**src/rtl/spi_pkg.sv**
```systemverilog
// Shared definitions for the SPI responder (spi_per).
//
// Contents:
//   spi_per_state_t      responder FSM state encoding (IDLE, SHIFT)
//   SPI_SYNC_STAGES      number of synchronizer flops in front of each pin
//   SPI_MIN_HALF_PERIOD  minimum DCLK half-period, in clk_in cycles, that the
//                        responder can follow (sync latency plus one margin cycle)
package spi_pkg;

  typedef enum logic [0:0] {
    IDLE  = 1'b0,
    SHIFT = 1'b1
  } spi_per_state_t;

  localparam int unsigned SPI_SYNC_STAGES     = 2;
  localparam int unsigned SPI_MIN_HALF_PERIOD = 4;

endpackage

```
**src/rtl/sync_edge.sv**
```systemverilog
// Pin synchronizer with edge strobes.
//
// A SPI_SYNC_STAGES-deep synchronizer followed by one history flop. The edge
// strobes are combinational from the synchronized level and its history, so a
// pin change sampled at edge k shows up as a strobe in the cycle after edge k+1.
//
// Parameters:
//   ResetVal  value every flop takes in reset (CS idles high, DCLK low)
// Ports:
//   clk_i    system clock
//   rst_ni   asynchronous active-low reset
//   d_i      asynchronous pin input
//   level_o  synchronized pin level
//   rise_o   one-cycle strobe on a synchronized 0->1 transition
//   fall_o   one-cycle strobe on a synchronized 1->0 transition
module sync_edge
  import spi_pkg::*;
#(
  parameter logic ResetVal = 1'b0
) (
  input  logic clk_i,
  input  logic rst_ni,
  input  logic d_i,
  output logic level_o,
  output logic rise_o,
  output logic fall_o
);

  logic [SPI_SYNC_STAGES-1:0] sync_q;
  logic                       hist_q;

  always_ff @(posedge clk_i or negedge rst_ni) begin
    if (!rst_ni) begin
      sync_q <= {SPI_SYNC_STAGES{ResetVal}};
      hist_q <= ResetVal;
    end else begin
      sync_q <= {sync_q[SPI_SYNC_STAGES-2:0], d_i};
      hist_q <= sync_q[SPI_SYNC_STAGES-1];
    end
  end

  assign level_o = sync_q[SPI_SYNC_STAGES-1];
  assign rise_o  = level_o & ~hist_q;
  assign fall_o  = ~level_o & hist_q;

endmodule

```
**src/rtl/spi_per.sv**
```systemverilog
// SPI responder, mode 0, MSB first, running entirely in the clk_in domain.
//
// DCLK, CS and COPI are oversampled through sync_edge instances. Received bits
// are shifted in on DCLK rising edges; the response word is shifted out on
// falling edges, with CIPO always driven from the MSB of the shift-out register.
// Several words may follow each other inside one CS assertion.
//
// Parameters:
//   DATA_WIDTH     bits per word
// Ports:
//   clk_in         system clock
//   rst_in         asynchronous active-low reset
//   chip_clk_in    DCLK from the controller (asynchronous)
//   chip_sel_in    CS, active low (asynchronous)
//   chip_data_in   COPI (asynchronous)
//   chip_data_out  CIPO
//   tx_data_in     response word, accepted on tx_valid_in && tx_ready_out
//   tx_valid_in    tx_data_in is valid
//   tx_ready_out   one-word holding register is empty
//   rx_data_out    last complete received word, held until the next one
//   rx_valid_out   one-cycle pulse when a word completes
//   abort_out      one-cycle pulse when CS deasserts mid-word
//   underrun_out   one-cycle pulse when a word starts with the holding register empty
module spi_per
  import spi_pkg::*;
#(
  parameter int unsigned DATA_WIDTH = 8
) (
  input  logic                  clk_in,
  input  logic                  rst_in,
  input  logic                  chip_clk_in,
  input  logic                  chip_sel_in,
  input  logic                  chip_data_in,
  output logic                  chip_data_out,
  input  logic [DATA_WIDTH-1:0] tx_data_in,
  input  logic                  tx_valid_in,
  output logic                  tx_ready_out,
  output logic [DATA_WIDTH-1:0] rx_data_out,
  output logic                  rx_valid_out,
  output logic                  abort_out,
  output logic                  underrun_out
);

  localparam int unsigned CntW = $clog2(DATA_WIDTH + 1);

  // ---------------------------------------------------------------------------
  // Pin synchronizers
  // ---------------------------------------------------------------------------
  logic sclk_level, sclk_rise, sclk_fall;
  logic cs_level, cs_rise, cs_fall;
  logic copi, copi_rise, copi_fall;

  sync_edge #(
    .ResetVal (1'b0)
  ) u_sync_sclk (
    .clk_i   (clk_in),
    .rst_ni  (rst_in),
    .d_i     (chip_clk_in),
    .level_o (sclk_level),
    .rise_o  (sclk_rise),
    .fall_o  (sclk_fall)
  );

  sync_edge #(
    .ResetVal (1'b1)
  ) u_sync_cs (
    .clk_i   (clk_in),
    .rst_ni  (rst_in),
    .d_i     (chip_sel_in),
    .level_o (cs_level),
    .rise_o  (cs_rise),
    .fall_o  (cs_fall)
  );

  sync_edge #(
    .ResetVal (1'b0)
  ) u_sync_copi (
    .clk_i   (clk_in),
    .rst_ni  (rst_in),
    .d_i     (chip_data_in),
    .level_o (copi),
    .rise_o  (copi_rise),
    .fall_o  (copi_fall)
  );

  // Only the strobes of DCLK/CS and the level of COPI are used.
  logic unused_sync;
  assign unused_sync = ^{sclk_level, cs_level, copi_rise, copi_fall};

  // ---------------------------------------------------------------------------
  // State
  // ---------------------------------------------------------------------------
  spi_per_state_t        state_q, state_d;
  logic [DATA_WIDTH-1:0] hold_q, hold_d;
  logic                  hold_full_q, hold_full_d;
  logic [DATA_WIDTH-1:0] tx_shift_q, tx_shift_d;
  logic [DATA_WIDTH-1:0] rx_shift_q, rx_shift_d;
  logic [CntW-1:0]       cnt_q, cnt_d;
  logic [DATA_WIDTH-1:0] rx_data_q, rx_data_d;
  logic                  rx_valid_q, rx_valid_d;
  logic                  abort_q, abort_d;
  logic                  underrun_q, underrun_d;

  logic            load;
  logic            tx_fire;
  logic [CntW-1:0] cnt_inc;

  always_comb begin
    state_d     = state_q;
    hold_d      = hold_q;
    hold_full_d = hold_full_q;
    tx_shift_d  = tx_shift_q;
    rx_shift_d  = rx_shift_q;
    cnt_d       = cnt_q;
    rx_data_d   = rx_data_q;
    rx_valid_d  = 1'b0;
    abort_d     = 1'b0;
    underrun_d  = 1'b0;
    load        = 1'b0;
    cnt_inc     = cnt_q + CntW'(1);
    tx_fire     = tx_valid_in & ~hold_full_q;

    unique case (state_q)
      IDLE: begin
        // DCLK edges are ignored here.
        if (cs_fall) begin
          load    = 1'b1;
          cnt_d   = '0;
          state_d = SHIFT;
        end
      end
      SHIFT: begin
        if (sclk_rise) begin
          rx_shift_d = {rx_shift_q[DATA_WIDTH-2:0], copi};
          if (cnt_inc == CntW'(DATA_WIDTH)) begin
            rx_data_d  = rx_shift_d;
            rx_valid_d = 1'b1;
            cnt_d      = '0;
            load       = 1'b1;
          end else begin
            cnt_d = cnt_inc;
          end
        end else if (sclk_fall && (cnt_q != '0)) begin
          // A zero count means the next word was just reloaded on the final
          // rising edge; its MSB must stay on CIPO until the next rising edge.
          tx_shift_d = tx_shift_q << 1;
        end
        // The rising edge above is processed first, so a word completing on
        // the same cycle as cs_rise leaves a zero count and no abort.
        if (cs_rise) begin
          if (cnt_d != '0) begin
            abort_d = 1'b1;
          end
          state_d = IDLE;
        end
      end
      default: state_d = IDLE;
    endcase

    // Loading empties the holding register; a handshake in the same cycle sees
    // the old (empty) state, so the load takes zeros and the new word is kept.
    if (load) begin
      tx_shift_d  = hold_full_q ? hold_q : '0;
      underrun_d  = ~hold_full_q;
      hold_full_d = 1'b0;
    end
    if (tx_fire) begin
      hold_d      = tx_data_in;
      hold_full_d = 1'b1;
    end
  end

  always_ff @(posedge clk_in or negedge rst_in) begin
    if (!rst_in) begin
      state_q     <= IDLE;
      hold_q      <= '0;
      hold_full_q <= 1'b0;
      tx_shift_q  <= '0;
      rx_shift_q  <= '0;
      cnt_q       <= '0;
      rx_data_q   <= '0;
      rx_valid_q  <= 1'b0;
      abort_q     <= 1'b0;
      underrun_q  <= 1'b0;
    end else begin
      state_q     <= state_d;
      hold_q      <= hold_d;
      hold_full_q <= hold_full_d;
      tx_shift_q  <= tx_shift_d;
      rx_shift_q  <= rx_shift_d;
      cnt_q       <= cnt_d;
      rx_data_q   <= rx_data_d;
      rx_valid_q  <= rx_valid_d;
      abort_q     <= abort_d;
      underrun_q  <= underrun_d;
    end
  end

  assign chip_data_out = tx_shift_q[DATA_WIDTH-1];
  assign tx_ready_out  = ~hold_full_q;
  assign rx_data_out   = rx_data_q;
  assign rx_valid_out  = rx_valid_q;
  assign abort_out     = abort_q;
  assign underrun_out  = underrun_q;

endmodule
```
**config.mk**
```make
export PLATFORM = sky130hd
export DESIGN_NAME = spi_per
export DESIGN_NICKNAME = d
export VERILOG_FILES = /design/src/rtl/spi_pkg.sv /design/src/rtl/sync_edge.sv /design/src/rtl/spi_per.sv
export SDC_FILE = /design/constraint.sdc
export NUM_CORES = 1
export LEC_CHECK = 0
export CAP_MARGIN = 5
export CORE_AREA = 2 2 65 67
export DETAILED_ROUTE_END_ITERATION = 8
export DIE_AREA = 0 0 67 69
export GPL_TIMING_DRIVEN = 0
export HOLD_SLACK_MARGIN = 0.1
export PLACE_DENSITY = 0.87
export SETUP_SLACK_MARGIN = 0.3
export SLEW_MARGIN = 30
export SYNTH_ARGS = -nofsm -noshare
export SYNTH_HDL_FRONTEND = slang
export SYNTH_SLANG_ARGS = --single-unit
```
**constraint.sdc**
```tcl
create_clock -name clk_in -period 3.7 [get_ports clk_in]
set_clock_uncertainty 0.2 [all_clocks]
set_input_delay 0.37 -clock clk_in [delete_from_list [all_inputs] [get_ports clk_in]]
set_output_delay 0.37 -clock clk_in [all_outputs]
set_load 0.02 [all_outputs]
```
==> reports/metrics.csv, run 1 <==
metric;value;unit
syn_inst;189;
drt_iter0_drc;166;
worstSetupStartpointType;flop;
drv_slew;0;
drive_above_1_share;13.8;%
ys_ff_latch;48;
num_vias;1510;
r2r_end;tx_shift_q[0];
gp_congestion;0.919;
r2r_slack;1400;ps
grt_pass1_vias;1532;
cts_tree;built;
antenna_found_initial;0;
post_cts_buffers;0;
synthToLayoutAreaGrowth;20.5;%
slowest_delay;510;ps
path_buf_inv;0;
diodes;0;
use_met3;4.89;%
regToRegStartpoint;cnt_q[0];
grt_util_met1;22.7;%
grt_first_pass_wirelength;6.60;mm
cts_max_path_buffers;2;
core;0.00391;sq mm
worst_r2r_path_depth;6;
met2_usage;30.0;%
io_pins;27;
worstPathArrival;2290;ps
post-dp-hpwl;2.49;mm
worstPathRequired;3690;ps
yosys_warnings;0;
nFillCells;322;
hold_path_depth;0;
synth_area_per_cell;11.0;sq um
grt_max_degree;49;
ctsHtreeMaxLevel;2;
dieWidth;67;um
clk_pin_slew;90;ps
p_per_area;546;mW/mm^2
seq_area;0.00120;sq mm
cp-end-kind;flop;
ir_drop;336;uV
rsz0062_at_grt;false;
synth_fp_nets;206;
wl;3.62;mm
fin_nets;240;
wl_per_cell;13.2;um
remaining_drc_errors;0;
track_usage;18.4;%
clk_latency;300;ps
hp-class;flop to flop;
grt.busiest_layer;met2;
final.setup.tns;0;ps
finalHoldViolCount;0;
crit_fanout;10;
synth-seq-area-share;57.8;%
min_from;u_sync_sclk.sync_q[0];
clock_sinks;48;
drt_pass1_iterations;4;
whs_endpoint;u_sync_sclk.sync_q[1];
path_delay_family;compound AO/OA/AOI/OAI gates;
total_power;0.00137;W
rows;23;
criticalPathCategory;flop to flop;
cap_violations;0;
max_slew.worst_pin.slew;613;ps
synthDistinctLibCells;33;
viasPerCell;5.51;
power_leakage;1.17;nW
slew-limit-headroom;59.0;%
cp_cell_sequence;ha_1, and2_1, o21a_1, o21ai_0, o211a_1, a221o_1;
multiInputGateArea;791;sq um
crit_slowest_cell;dfrtp_1;
detail-route-antenna-nets;0;
syn_area;0.00209;sq mm
port-buffer-count;26;
numCtsBuffers;5;
die_y;69;um
finalSetupViolCount;0;
dieArea;0.00462;sq mm
initial_core_util;53.3;%
status;finished clean;
period_needed;2300;ps
overflow;0;
timing.final.crit_share;62.2;%
root_buffer;clkbuf_8;
fmax;435;MHz
## cell usage in the layout, fill, tap and decap left out, types with 2 or more instances in the layout
| cell | Yosys | final |
|---|---|---|
| dfrtp_1 | 45 | 45 |
| nand2_1 | 37 | 37 |
| clkdlybuf4s50_1 | 0 | 25 |
| mux2_2 | 16 | 16 |
| o21ai_0 | 15 | 15 |
| inv_1 | 11 | 11 |
| a22oi_1 | 7 | 7 |
| a221oi_1 | 7 | 7 |
| nor2_1 | 6 | 6 |
| clkbuf_8 | 0 | 6 |
| clkbuf_1 | 4 | 4 |
| nor2b_1 | 4 | 4 |
| and2_1 | 3 | 3 |
| nand2b_1 | 3 | 3 |
| a21oi_1 | 3 | 3 |
| ha_1 | 3 | 3 |
| dfstp_2 | 3 | 3 |
| a21boi_0 | 2 | 2 |
| buf_4 | 1 | 2 |
| o211a_1 | 2 | 2 |
| nand4_1 | 2 | 2 |
| nand3_1 | 2 | 2 |
## what timing repair did
item,4_1_cts,5_1_grt
hold buffers,1,0
hold endpoints to repair,45,0
gates resized for setup,0,0
## logic make-up after synthesis
| logic type | after synthesis | share of synthesized area [%] |
|---|---|---|
| AOI/OAI and AO/OA | 43 | 14.2 |
| DFF | 48 | 57.8 |
| muxes | 16 | 8.64 |
| buffers and inverters | 18 | 4.32 |
| and+or+nand+nor | 61 | 13.3 |
| adders and majority gates | 3 | 1.80 |
## Yosys cell counts
| library cell | instances | area, sq um |
|---|---|---|
| a21o_1 | 1 | 7.51 |
| o21ai_0 | 15 | 75.1 |
| nand3b_1 | 1 | 7.51 |
| and2_1 | 3 | 18.8 |
| a221o_1 | 1 | 10.0 |
| nand4_1 | 2 | 12.5 |
| nor2_1 | 6 | 22.5 |
| nand2_1 | 37 | 139 |
| o22ai_1 | 1 | 6.26 |
| inv_1 | 11 | 41.3 |
| a221oi_1 | 7 | 61.3 |
| o41ai_1 | 1 | 8.76 |
| buf_6 | 1 | 11.3 |
| nand2b_1 | 3 | 18.8 |
| nand4b_1 | 1 | 8.76 |
| mux2_2 | 16 | 180 |
| nor2b_1 | 4 | 25.0 |
| dfrtp_1 | 45 | 1130 |
| and3b_1 | 1 | 8.76 |
| o311ai_0 | 1 | 8.76 |
| nor3_1 | 1 | 5.00 |
| a21oi_1 | 3 | 15.0 |
| o21a_1 | 1 | 7.51 |
| dfstp_2 | 3 | 78.8 |
| a21boi_0 | 2 | 15.0 |
| a22o_1 | 1 | 8.76 |
| buf_8 | 1 | 15.0 |
| nand3_1 | 2 | 10.0 |
| clkbuf_1 | 4 | 15.0 |
| a22oi_1 | 7 | 52.6 |
| o211a_1 | 2 | 20.0 |
| ha_1 | 3 | 37.5 |
| buf_4 | 1 | 7.51 |
## worst max-delay path by stage
stage / slack (ps) / end / startpoint / depth (start not counted)
2_1_floorplan: 1640 / tx_shift_q[0] / cnt_q[0] / 7
3_3_place_gp: 790 / underrun_out / rst_in / 1
3_5_place_dp: 1440 / tx_shift_q[0] / cnt_q[0] / 6
4_1_cts: 1410 / tx_shift_q[0] / cnt_q[0] / 6
5_1_grt: 1270 / tx_shift_q[0] / cnt_q[1] / 6
6_report: 1400 / tx_shift_q[0] / cnt_q[0] / 6
## flip-flops by register name, summed over array words and instances, names as in the netlist
register and count:
abort_out 1, cnt_q 4, hold_full_q 1, hold_q 8
rx_data_out 8, rx_shift_q 7, rx_valid_out 1, state_q 1
tx_shift_q 8, u_sync_copi.sync_q 2, u_sync_cs.hist_q 1, u_sync_cs.sync_q 2
u_sync_sclk.hist_q 1, u_sync_sclk.sync_q 2, underrun_out 1
## power breakdown
part / internal (W) / switching, W / total, W
combinational: 0.000154 / 0.000168 / 0.000322
clock: 0.000153 / 0.000173 / 0.000326
sequential: 0.000646 / 0.0000779 / 0.000724
## per-stage QoR
| stage | hold WS [ps] | worst slack (ps) | cell area, sq um | util, % | std cells |
|---|---|---|---|---|---|
| floorplan | -126 | 1640 | 2090 | - | 189 |
| global placement | 133 | 788 | 2410 | 61.5 | 265 |
| detailed placement | 142 | 1440 | 2410 | 61.5 | 265 |
| CTS | 161 | 1410 | 2510 | 64.2 | 274 |
| global route | 167 | 1270 | 2510 | 64.2 | 274 |
| finish | 158 | 1400 | 2510 | 64.2 | 274 |
## layer usage
layer / part of all wire [%] / vias to the layer above
met5: 0 / -
met3: 5.9 / 6
met2: 48 / 51
met1: 44 / 733
met4: 1.6 / 0
li1: - / 720
## final cells by class
type                            count  area share, %
Clock inverter                      2          0.548
Timing Repair Buffer               27           10.7
Multi-Input combinational cell    123           31.5
Clock buffer                        6           3.29
Buffer                              7           1.94
Inverter                           11           1.64
Sequential cell                    48           48.0
Tap cell                           50           2.49
No activity file was read; power rests on OpenSTA's default activity.
==> inputs of run 2 (changes only) <==
--- a/config.mk
+++ b/config.mk
@@ -6,12 +6,12 @@
 export NUM_CORES = 1
 export LEC_CHECK = 0
 export CAP_MARGIN = 5
-export CORE_AREA = 2 2 65 67
+export CORE_AREA = 2 2 66 68
 export DETAILED_ROUTE_END_ITERATION = 8
-export DIE_AREA = 0 0 67 69
+export DIE_AREA = 0 0 68 70
 export GPL_TIMING_DRIVEN = 0
 export HOLD_SLACK_MARGIN = 0.1
-export PLACE_DENSITY = 0.87
+export PLACE_DENSITY = 0.84
 export SETUP_SLACK_MARGIN = 0.3
 export SLEW_MARGIN = 30
 export SYNTH_ARGS = -nofsm -noshare
==> constraint.sdc (replaced) <==
create_clock -name clk_in -period 2.3 [get_ports clk_in]
set_clock_uncertainty 0.2 [all_clocks]
set_input_delay 0.23 -clock clk_in [delete_from_list [all_inputs] [get_ports clk_in]]
set_output_delay 0.23 -clock clk_in [all_outputs]
set_load 0.02 [all_outputs]
==> run 2 against run 1 <==
- sequential power increased by 60%
- cell count up 2.9%
- hold slack worse by 34 ps
- critical path depth increased by 1
- non-clock buffer count is 6 higher
- combinational power is 70% higher
- clock power increased by 98%
- die area grew 3.0%
- register-to-register slack worse by 1100 ps
- largest cell class unchanged
- largest power group unchanged
==> reports/metrics.csv, run 2 (same netlist as run 1, synthesis figures left out) <==
metric;value;unit
ctsHtreeMaxLevel;2;
fmax;495;MHz
finalHoldViolCount;0;
grt_first_pass_wirelength;6.93;mm
dp_slack;129;ps
drive_above_1_share;21.3;%
criticalPathCategory;flop to flop;
rows;24;
crit_fanout;10;
synthToLayoutAreaGrowth;26.4;%
antenna_found_initial;0;
slowest_delay;450;ps
hp-class;primary input to flop;
worstSetupStartpointType;flop;
clk_pin_slew;90;ps
clock_sinks;48;
cap_violations;0;
power_leakage;1.23;nW
dieWidth;68;um
rsz0062_at_grt;true;
crit_slowest_cell;dfrtp_2;
utilization;63.6;%
fin_nets;246;
wl;3.98;mm
period_needed;2020;ps
dieArea;0.00476;sq mm
die_y;70;um
io_pins;27;
drv_slew;0;
port-buffer-count;26;
root_buffer;clkbuf_8;
cp_cell_sequence;ha_4, and2_4, o21a_1, o211a_4, buf_6, buf_8, a221o_1;
diodes;0;
gp_congestion;0.862;
cts_max_path_buffers;2;
final_common_cell;dfrtp_1;
status;finished clean;
total_power;0.00236;W
finalSetupViolCount;0;
stdcell_count;282;
clk_latency;300;ps
grt_pass1_vias;1489;
track_usage;19.3;%
final.setup.worst_slack;279;ps
core;0.00414;sq mm
num_vias;1544;
numCtsBuffers;5;
timing.final.crit_share;87.9;%
ir_drop;488;uV
max_slew.worst_pin.slew;602;ps
dp_cells;267;
mostFrequentLayoutCells;dfrtp_1 (43), nand2_1 (37), clkdlybuf4s50_1 (24), mux2_2 (16), o21ai_0 (14);
grt_max_degree;49;
slew-limit-headroom;59.7;%
remaining_drc_errors;0;
worstPathArrival;2010;ps
wl_per_cell;14.1;um
p_per_area;894;mW/mm^2
cp-end-kind;flop;
viasPerCell;5.48;
drt_iter0_drc;121;
initial_core_util;50.3;%
drt_pass1_iterations;4;
detail-route-antenna-nets;0;
worstPathRequired;2290;ps
cts_tree;built;
overflow;0;
post-dp-hpwl;2.61;mm
[run 2: area by class of cell]
cell class	instances	area [sq um]
multi-input combinational	123	840
timing repair buffer	33	309
clock buffer	6	82.6
buffer	7	52.6
tap	52	65.1
sequential	48	1210
fill	334	1510
clock inverter	2	38.8
inverter	11	41.3
[run 2: per-layer routing]
metal	vias up	global-route usage [%]	wire length, um
li1	739	-	-
met1	747	25.7	1690
met2	52	31.1	2040
met3	6	4.35	181
met4	0	6.00	64
met5	-	0	0
[run 2: where the power goes]
group | total [W] | switching, W | leakage, nW | internal (W)
sequential | 0.00116 | 0.000122 | 0.593 | 0.00104
clock | 0.000647 | 0.000292 | 0.0614 | 0.000356
combinational | 0.000548 | 0.000286 | 0.578 | 0.000262
[run 2: worst paths after layout]
| check | start | to | slack, ps | depth (start not counted) |
|---|---|---|---|---|
| setup / recovery | cnt_q[0] | tx_shift_q[0] | 280 | 7 |
| hold / removal | chip_sel_in | u_sync_cs.sync_q[0] | 120 | 1 |
| setup reg to reg | cnt_q[0] | tx_shift_q[0] | 280 | 7 |
| hold reg to reg | u_sync_sclk.sync_q[0] | u_sync_sclk.sync_q[1] | 160 | 0 |
| max in group asynchronous | rst_in | cnt_q[0] | 1220 | 2 |
| min in group asynchronous | rst_in | hold_q[7] | 270 | 2 |
[run 2: critical path, delay by kind of cell (launching register included)]
kind / cells / cell delay, ps
AOI/OAI and AO/OA: 3 / 660
DFF: 1 / 450
adders and majority gates: 1 / 190
buffers and inverters: 2 / 260
and+or+nand+nor: 1 / 140
[run 2: stage by stage]
stage	setup TNS, ps	hold WS (ps)	instance area, sq um
after floorplan	0	-266	2100
after global placement	-21040	133	2420
after detailed placement	0	72.4	2420
after CTS	0	117	2620
after global routing	0	122	2640
final	0	124	2640
[run 2: timing repair]
action	4_1_cts	5_1_grt
hold buffers	1	0
cloned	1	0
hold endpoints to repair	45	0
endpoints found under the setup margin	17	17
gates resized for setup	9	7
setup buffers	5	0
pin swaps	4	1
==> inputs of run 3 (changes only) <==
--- a/config.mk
+++ b/config.mk
@@ -7,6 +7,7 @@
 export LEC_CHECK = 0
 export CAP_MARGIN = 5
 export CORE_AREA = 2 2 66 68
+export CTS_CLUSTER_SIZE = 16
 export DETAILED_ROUTE_END_ITERATION = 8
 export DIE_AREA = 0 0 68 70
 export GPL_TIMING_DRIVEN = 0
==> results of run 3 <==
Final layout, timing and power as in run 2 (identical DEF).
